`src/rtl/systola_pkg.sv`:
```
// Shared definitions for the systolic array output path: default array geometry,
// the result word type and the drain sequencer state encoding.
package systola_pkg;

    localparam int ROWS_DEFAULT     = 8;
    localparam int COLS_DEFAULT     = 8;
    localparam int OUTWIDTH_DEFAULT = 32;

    typedef logic [OUTWIDTH_DEFAULT-1:0] res_t;

    typedef enum logic [1:0] {
        DR_IDLE,
        DR_DRAIN,
        DR_FLUSH
    } drain_state_e;

    // Index width that stays at least one bit for degenerate single-entry dimensions.
    function automatic int idx_width(input int n);
        return (n > 1) ? $clog2(n) : 1;
    endfunction

endpackage

```
`src/rtl/drain_out_reg.sv`:
```
// One-entry valid/ready pipeline register holding a tagged result word.
// It can take a new word whenever it is empty or its current word leaves this cycle.
module drain_out_reg
    import systola_pkg::*;
#(
    parameter int DW = OUTWIDTH_DEFAULT,
    parameter int RW = 3,
    parameter int CW = 3
) (
    input  logic          clk,
    input  logic          rst,
    input  logic          load,
    input  logic [DW-1:0] ld_data,
    input  logic [RW-1:0] ld_row,
    input  logic [CW-1:0] ld_col,
    input  logic          ld_last,
    input  logic          ready,
    output logic          can_load,
    output logic          valid,
    output logic [DW-1:0] data,
    output logic [RW-1:0] row,
    output logic [CW-1:0] col,
    output logic          last
);

    assign can_load = !valid || ready;

    always_ff @(posedge clk or posedge rst) begin
        if (rst) begin
            valid <= 1'b0;
            data  <= '0;
            row   <= '0;
            col   <= '0;
            last  <= 1'b0;
        end else if (load) begin
            valid <= 1'b1;
            data  <= ld_data;
            row   <= ld_row;
            col   <= ld_col;
            last  <= ld_last;
        end else if (ready) begin
            valid <= 1'b0;
        end
    end

endmodule

```
`src/rtl/array_output_drain.sv`:
```
// Drains one finished tile from the per-column output buffers in column-major order
// and presents each word on a tagged valid/ready stream.
module array_output_drain
    import systola_pkg::*;
#(
    parameter int COLS     = COLS_DEFAULT,
    parameter int ROWS     = ROWS_DEFAULT,
    parameter int OUTWIDTH = OUTWIDTH_DEFAULT,
    localparam int RW      = idx_width(ROWS),
    localparam int CW      = idx_width(COLS)
) (
    input  logic                          clk,
    input  logic                          rst,
    input  logic                          start,
    input  logic [COLS-1:0][OUTWIDTH-1:0] col_r,
    input  logic [COLS-1:0]               col_v,
    output logic [COLS-1:0]               col_rread,
    output logic [OUTWIDTH-1:0]           m_data,
    output logic [RW-1:0]                 m_row,
    output logic [CW-1:0]                 m_col,
    output logic                          m_last,
    output logic                          m_valid,
    input  logic                          m_ready,
    output logic                          busy,
    output logic                          tile_done
);

    drain_state_e  state;
    logic [RW-1:0] row_cnt;
    logic [CW-1:0] col_cnt;
    logic          can_load;
    logic          take;
    logic          last_word;

    assign last_word = (row_cnt == RW'(ROWS - 1)) && (col_cnt == CW'(COLS - 1));
    assign take      = (state == DR_DRAIN) && col_v[col_cnt] && can_load;
    assign busy      = (state != DR_IDLE);

    // The pop strobe is combinational so the buffer advances in the same cycle the word is captured.
    always_comb begin
        col_rread = '0;
        if (take) col_rread[col_cnt] = 1'b1;
    end

    always_ff @(posedge clk or posedge rst) begin
        if (rst) begin
            state     <= DR_IDLE;
            row_cnt   <= '0;
            col_cnt   <= '0;
            tile_done <= 1'b0;
        end else begin
            tile_done <= 1'b0;
            case (state)
                DR_IDLE: begin
                    if (start) state <= DR_DRAIN;
                end
                DR_DRAIN: begin
                    if (take) begin
                        if (last_word) begin
                            state <= DR_FLUSH;
                        end else if (row_cnt == RW'(ROWS - 1)) begin
                            row_cnt <= '0;
                            col_cnt <= col_cnt + 1'b1;
                        end else begin
                            row_cnt <= row_cnt + 1'b1;
                        end
                    end
                end
                DR_FLUSH: begin
                    if (m_valid && m_ready) begin
                        state     <= DR_IDLE;
                        tile_done <= 1'b1;
                        row_cnt   <= '0;
                        col_cnt   <= '0;
                    end
                end
                default: state <= DR_IDLE;
            endcase
        end
    end

    drain_out_reg #(
        .DW (OUTWIDTH),
        .RW (RW),
        .CW (CW)
    ) u_out_reg (
        .clk      (clk),
        .rst      (rst),
        .load     (take),
        .ld_data  (col_r[col_cnt]),
        .ld_row   (row_cnt),
        .ld_col   (col_cnt),
        .ld_last  (last_word),
        .ready    (m_ready),
        .can_load (can_load),
        .valid    (m_valid),
        .data     (m_data),
        .row      (m_row),
        .col      (m_col),
        .last     (m_last)
    );

endmodule

```
`config.mk`:
```
export PLATFORM = sky130hd
export DESIGN_NAME = array_output_drain
export DESIGN_NICKNAME = d
export VERILOG_FILES = /design/src/rtl/systola_pkg.sv /design/src/rtl/drain_out_reg.sv /design/src/rtl/array_output_drain.sv
export SDC_FILE = /design/constraint.sdc
export NUM_CORES = 1
export LEC_CHECK = 0
export CAP_MARGIN = 30
export CORE_AREA = 4 4 123 125
export DETAILED_ROUTE_END_ITERATION = 8
export DIE_AREA = 0 0 127 129
export PLACE_DENSITY = 0.74
export SLEW_MARGIN = 20
export SYNTH_ARGS = -nofsm -noshare
export SYNTH_HDL_FRONTEND = slang
export SYNTH_SLANG_ARGS = --single-unit
export TNS_END_PERCENT = 20
```
`constraint.sdc`:
```
create_clock -name clk -period 7.8 [get_ports clk]
set_input_delay 2.34 -clock clk [delete_from_list [all_inputs] [get_ports clk]]
set_output_delay 2.34 -clock clk [all_outputs]
set_load 0.01 [all_outputs]
```
Yosys cells after proc, flatten, opt, wreduce, memory -nomap -nowiden:

Cells that the tools add are included.
W data, S select, Z words.

* $add $sub $neg: 2
* multipliers: 0
* div/mod/pow operators: 0
* reduce and logical (&&, ||, !) cells: 14
* bitwise logic cells: 0
* mux-type cells: 25
* $lt $le $gt $ge: 2
* equal/unequal tests: 10
* shift operators: 0

Operators by type and width (count)
* $bmux W32 S3: 1
* $mux W32: 1
* $mux W3: 7
* $pmux W3 S2: 2
* $ne A2 B2 Y1 const B: 5
* $mux W2: 4
* $mux W8: 1
* $reduce_and A4 Y1: 2
* $add A3 B1 Y3 const B: 2
* $eq A3 B3 Y1 const B: 2
* $mux W1: 6
* $pmux W2 S3: 1
* $reduce_bool A2 Y1: 3
* $logic_and A1 B1 Y1: 5
* $reduce_and A5 Y1: 1
* $lt A3 B4 Y1 const B: 1
* $bmux W1 S3: 1
* $demux W1 S3: 1
* $ge A3 B1 Y1 const B: 1
* $eq A2 B1 Y1 const B: 1
* $eq A2 B2 Y1 const B: 1
* $logic_not A2 Y1: 1
* $ne A2 B1 Y1 const B: 1
* $logic_not A1 Y1: 1
* $logic_or A1 B1 Y1: 1

* logic and storage cells: 62
* output and inout port bits: 50
* ROM bits: 0
* bits in registers: 49
* memories: 0
* latch bits: 0
* bits in writable memories: 0

Depth between registers and ports, before layout:

* word-level depth: 6
* mapped depth: 9

Modules after synthesis:

A second synthesis with hierarchy kept.

* cell total of the unflattened synthesis: 388
* area total of the unflattened synthesis: 4159.0 um^2

Modules (own cells, without submodules)
* array_output_drain: cells an instance 302, instances 1, area an instance 2657.5 um^2, seq. area each 225.2 um^2
* drain_out_reg: cells an instance 86, instances 1, area an instance 1501.4 um^2, seq. area each 1001.0 um^2

Worst setup path before layout:

No wires, ideal clock.

* path kind: input to output
* from: in col_v[3]
* to: out col_rread[0]
* data arrival time: 3.919 ns
* cell stages on the path: 7
* setup slack: 1.541 ns
* data required time: 5.460 ns
* path buffers: 3
* cells stage by stage: mux2i_1 and3_1 or4b_1 buf_2 buf_2 buf_2 nor4_1

* word-level cells in the longest chain between the ends: 5

RTL lines
* start, declared: RTL line array_output_drain.sv:16 `input logic [COLS-1:0] col_v,`
* $bmux W1 S3: RTL line array_output_drain.sv:36 `assign take = (state == DR_DRAIN) && col_v[col_cnt] && can_load;`
* $mux W1 (implied by the code): RTL line array_output_drain.sv:36
* $logic_and A1 B1 Y1 (2 in a row): RTL line array_output_drain.sv:36
* $mux W8: RTL line array_output_drain.sv:42 `if (take) col_rread[col_cnt] = 1'b1;`
* end, declared: RTL line array_output_drain.sv:17 `output logic [COLS-1:0] col_rread,`

Every way passes these cells. The select of a mux whose other input is x is not followed.

Worst setup path in the final report:

* from: in col_v[3]
* to: out col_rread[2]

The elaborated chain is that of the path after synthesis.

==> flow_summary.yaml <==
sta:
  min_period_over_period_pct: 91.1
  fin_tns_setup_ns: 0
  rsz0062_at_grt: "no"
  slew_viol_final: 0
  fmax_mhz: 141
  skew_ns: 0.00713
  finalSetupViolations: 0
  min_period_ns: 7.11
  hold_viol: 0
  tightest_slew_ns: 0.732
  setup_slack_ns: 0.692
  relSlewSlack_pct: 51.2
logic_synthesis:
  synth_area_leader_cell: "mux4_2"
  synth-seq-area-share_pct: 31.5
  synth_top_area_share_pct: 37.0
  ys_types: 31
  netlist_instances: 309
  synthTopCellsByCount: "64 x mux4_2, 49 x dfrtp_1, 40 x nand2_1, 36 x mux2i_1, 33 x o21ai_0"
  synthArstFlopShare_pct: 100
  syn_avg_cell_area_sq_um: 12.6
  synth_area_sq_mm: 0.00390
  synth_flop_cell: "dfrtp_1"
  synth_edf_count: 0
  synth_warnings: 0
  yosysMostFrequentCell: "mux4_2"
  synthesis.nets: 581
  yosys_register_bits: 49
  yosys-top-cells-area: "mux4_2 37%, dfrtp_1 31%, mux2i_1 9.2%, o21ai_0 4.2%, nand2_1 3.9%"
global_routing:
  grt_pass1_wl_mm: 24.8
  grt_max_degree: 76
  grt-ovfl-total: 0
  antenna_found_initial: 0
  grt_use_total_pct: 19.6
  grt_pass1_vias: 4378
placement:
  place_hpwl_mm: 14.4
  io_buffers: 317
  place.gp.congestion: 0.911
  dpl_cell_area_sq_mm: 0.00722
  post-place-ws_ns: 0.683
clock_network:
  cts.sink_count: 49
  cts_setup_buffers: 0
  h-tree-depth: 2
  cts_hold_buf: 0
  cts_buffers: 5
  cts_tree: "built"
  clock-root-buffer: "clkbuf_16"
  cts.clk_slew.worst_paths_ns: 0.07
  clk-insertion-delay-late_ns: 0.29
  postCtsResizedCells: 0
  clockBufferDepth: 2
layout:
  layout-drive-gt1-share_pct: 15.3
  final_area_sq_mm: 0.00737
  syn_to_final_growth_pct: 89.0
  fin_nets: 880
  n_antenna_cell: 0
setup_path:
  critPathRequiredTime_ns: 5.46
  crit_start: "col_v[3]"
  path_delay_family: "simple AND/OR/NAND/NOR gates"
  startpoint_type: "input pin"
  endpoint_kind: "primary output"
  criticalPathCategory: "input pin to primary output"
  arrival_ns: 4.77
  rr_startpoint: "col_cnt[2]"
  critPathSlowestCell: "or4b_2"
  rr_endpoint: "col_cnt[2]"
  max_stage_delay_ns: 0.79
  cp_max_fo: 5
  r2r_slack_ns: 4.39
  crit_top_cell: "clkdlybuf4s50_1"
  rr_worst_depth: 6
  cp.depth: 6
  endpoint: "col_rread[2]"
  worstPathCellList: "clkdlybuf4s50_1, mux2i_1, and3_1, or4b_2, nor4b_1, clkdlybuf4s50_1"
  crit_buf_inv: 2
drt:
  firstDrtPassIters: 6
  viasPerCell: 4.93
  wirelength_mm: 16.8
  drtAntennaViolNets: 0
  wl_per_cell_um: 21.3
  drcViolationCount: 0
  via_count: 3886
  drt_iter0_markers: 154
pwr:
  finalPower_w: 0.00206
  p_leak_nw: 2.86
  ir_drop_v: 0.000156
  powerDensity_mw_per_mm2: 280
floorplan:
  die-height_um: 129
  ios: 318
  coreArea_sq_mm: 0.0139
  dieArea_sq_mm: 0.0164
  die_x_um: 127
  start_util_pct: 28.1
  num_rows: 43
hold_path:
  hp-start: "u_out_reg.data[17]"
  worstHoldPathType: "flop to flop"
run:
  cap_viol_max_count: 0
outcome:
  status: "finished clean"
==> placed cells by master (no fill, tap or decap), drive strengths merged <==
master         synthesis  routed
nand3                  3       3
a31oi                  1       1
nand2                 40      40
inv                    7       7
dfrtp                 49      49
nand2b                 3       3
a2bb2oi                1       1
nor3b                  2       2
clkbuf                17       5
a21oi                  1       1
or4b                   1       1
nor4b                  2       2
nor4                   2       2
o22ai                  1       1
o21ai                 33      33
clkdlybuf4s50          0     317
clkinv                 0       3
nor2b                  5       5
buf                   13       5
nor2                   4       4
o31ai                  1       1
mux2i                 36      36
nor3                   5       5
and3                   1       1
a21o                   1       1
or2                    1       1
mux4                  64      64
ha                     4       4
and2                   1       1
mux2                  10      10
==> flip-flops by register name (all words and copies together), names as in the netlist <==
name / cells
col_cnt: 3
row_cnt: 3
state: 2
tile_done: 1
u_out_reg.col: 3
u_out_reg.data: 32
u_out_reg.last: 1
u_out_reg.row: 3
u_out_reg.valid: 1
==> routing by layer <==
layer  global-route usage [%]  vias up  share of wire, %
met2                     34.5      167                52
met1                     24.9     1902                40
met4                     4.23        0               1.8
met3                     4.23       18               6.1
li1                         -     1799                 -
met5                        0        -                 0
==> area by class of cell <==
| class | count | area (sq um) |
|---|---|---|
| Clock buffer | 5 | 125 |
| Clock inverter | 3 | 22.5 |
| Fill cell | 1205 | 6510 |
| Inverter | 7 | 26.3 |
| Multi-Input combinational cell | 223 | 2510 |
| Sequential cell | 49 | 1230 |
| Tap cell | 180 | 225 |
| Timing Repair Buffer | 322 | 3220 |
==> worst reg2reg max path, delay by kind of cell, from the launching register on <==
kind                   cells  cell delay (ns)
and+or+nand+nor            3             1.46
DFF                        1             0.84
buffers and inverters      2             0.66
muxes                      1             0.35
==> worst min path at each step <==
| stage | end | slack, ns | cells after the start |
|---|---|---|---|
| after floorplan | state[0] | 0.44 | 1 |
| after global placement | state[0] | 0.46 | 1 |
| final | u_out_reg.data[17] | 0.48 | 2 |
| after global routing | u_out_reg.data[29] | 0.50 | 2 |
| after CTS | state[0] | 0.48 | 1 |
| after detailed placement | state[0] | 0.47 | 1 |
==> stage by stage <==
| step | util (%) | hold WS [ns] | std cells |
|---|---|---|---|
| after floorplan | - | 0.440 | 309 |
| after global placement | 51.9 | 0.459 | 780 |
| after detailed placement | 52.0 | 0.469 | 781 |
| after CTS | 53.1 | 0.480 | 789 |
| after global routing | 53.1 | 0.499 | 789 |
| final | 53.1 | 0.479 | 789 |
==> logic make-up after synthesis <==
group,synth area share (%)
and+or+nand+nor,8.83
DFF,31.5
buffers and inverters,4.04
AOI/OAI and AO/OA,5.30
adders and majority gates,1.28
muxes,49.1
==> where the power goes <==
group	total (W)	switching (W)	internal [W]
Sequential	0.000539	0.000157	0.000381
Combinational	0.00131	0.000536	0.000772
Clock	0.000217	0.0000976	0.000120
Total	0.00206	0.000791	0.00127
No activity file was read; power rests on OpenSTA's default activity.
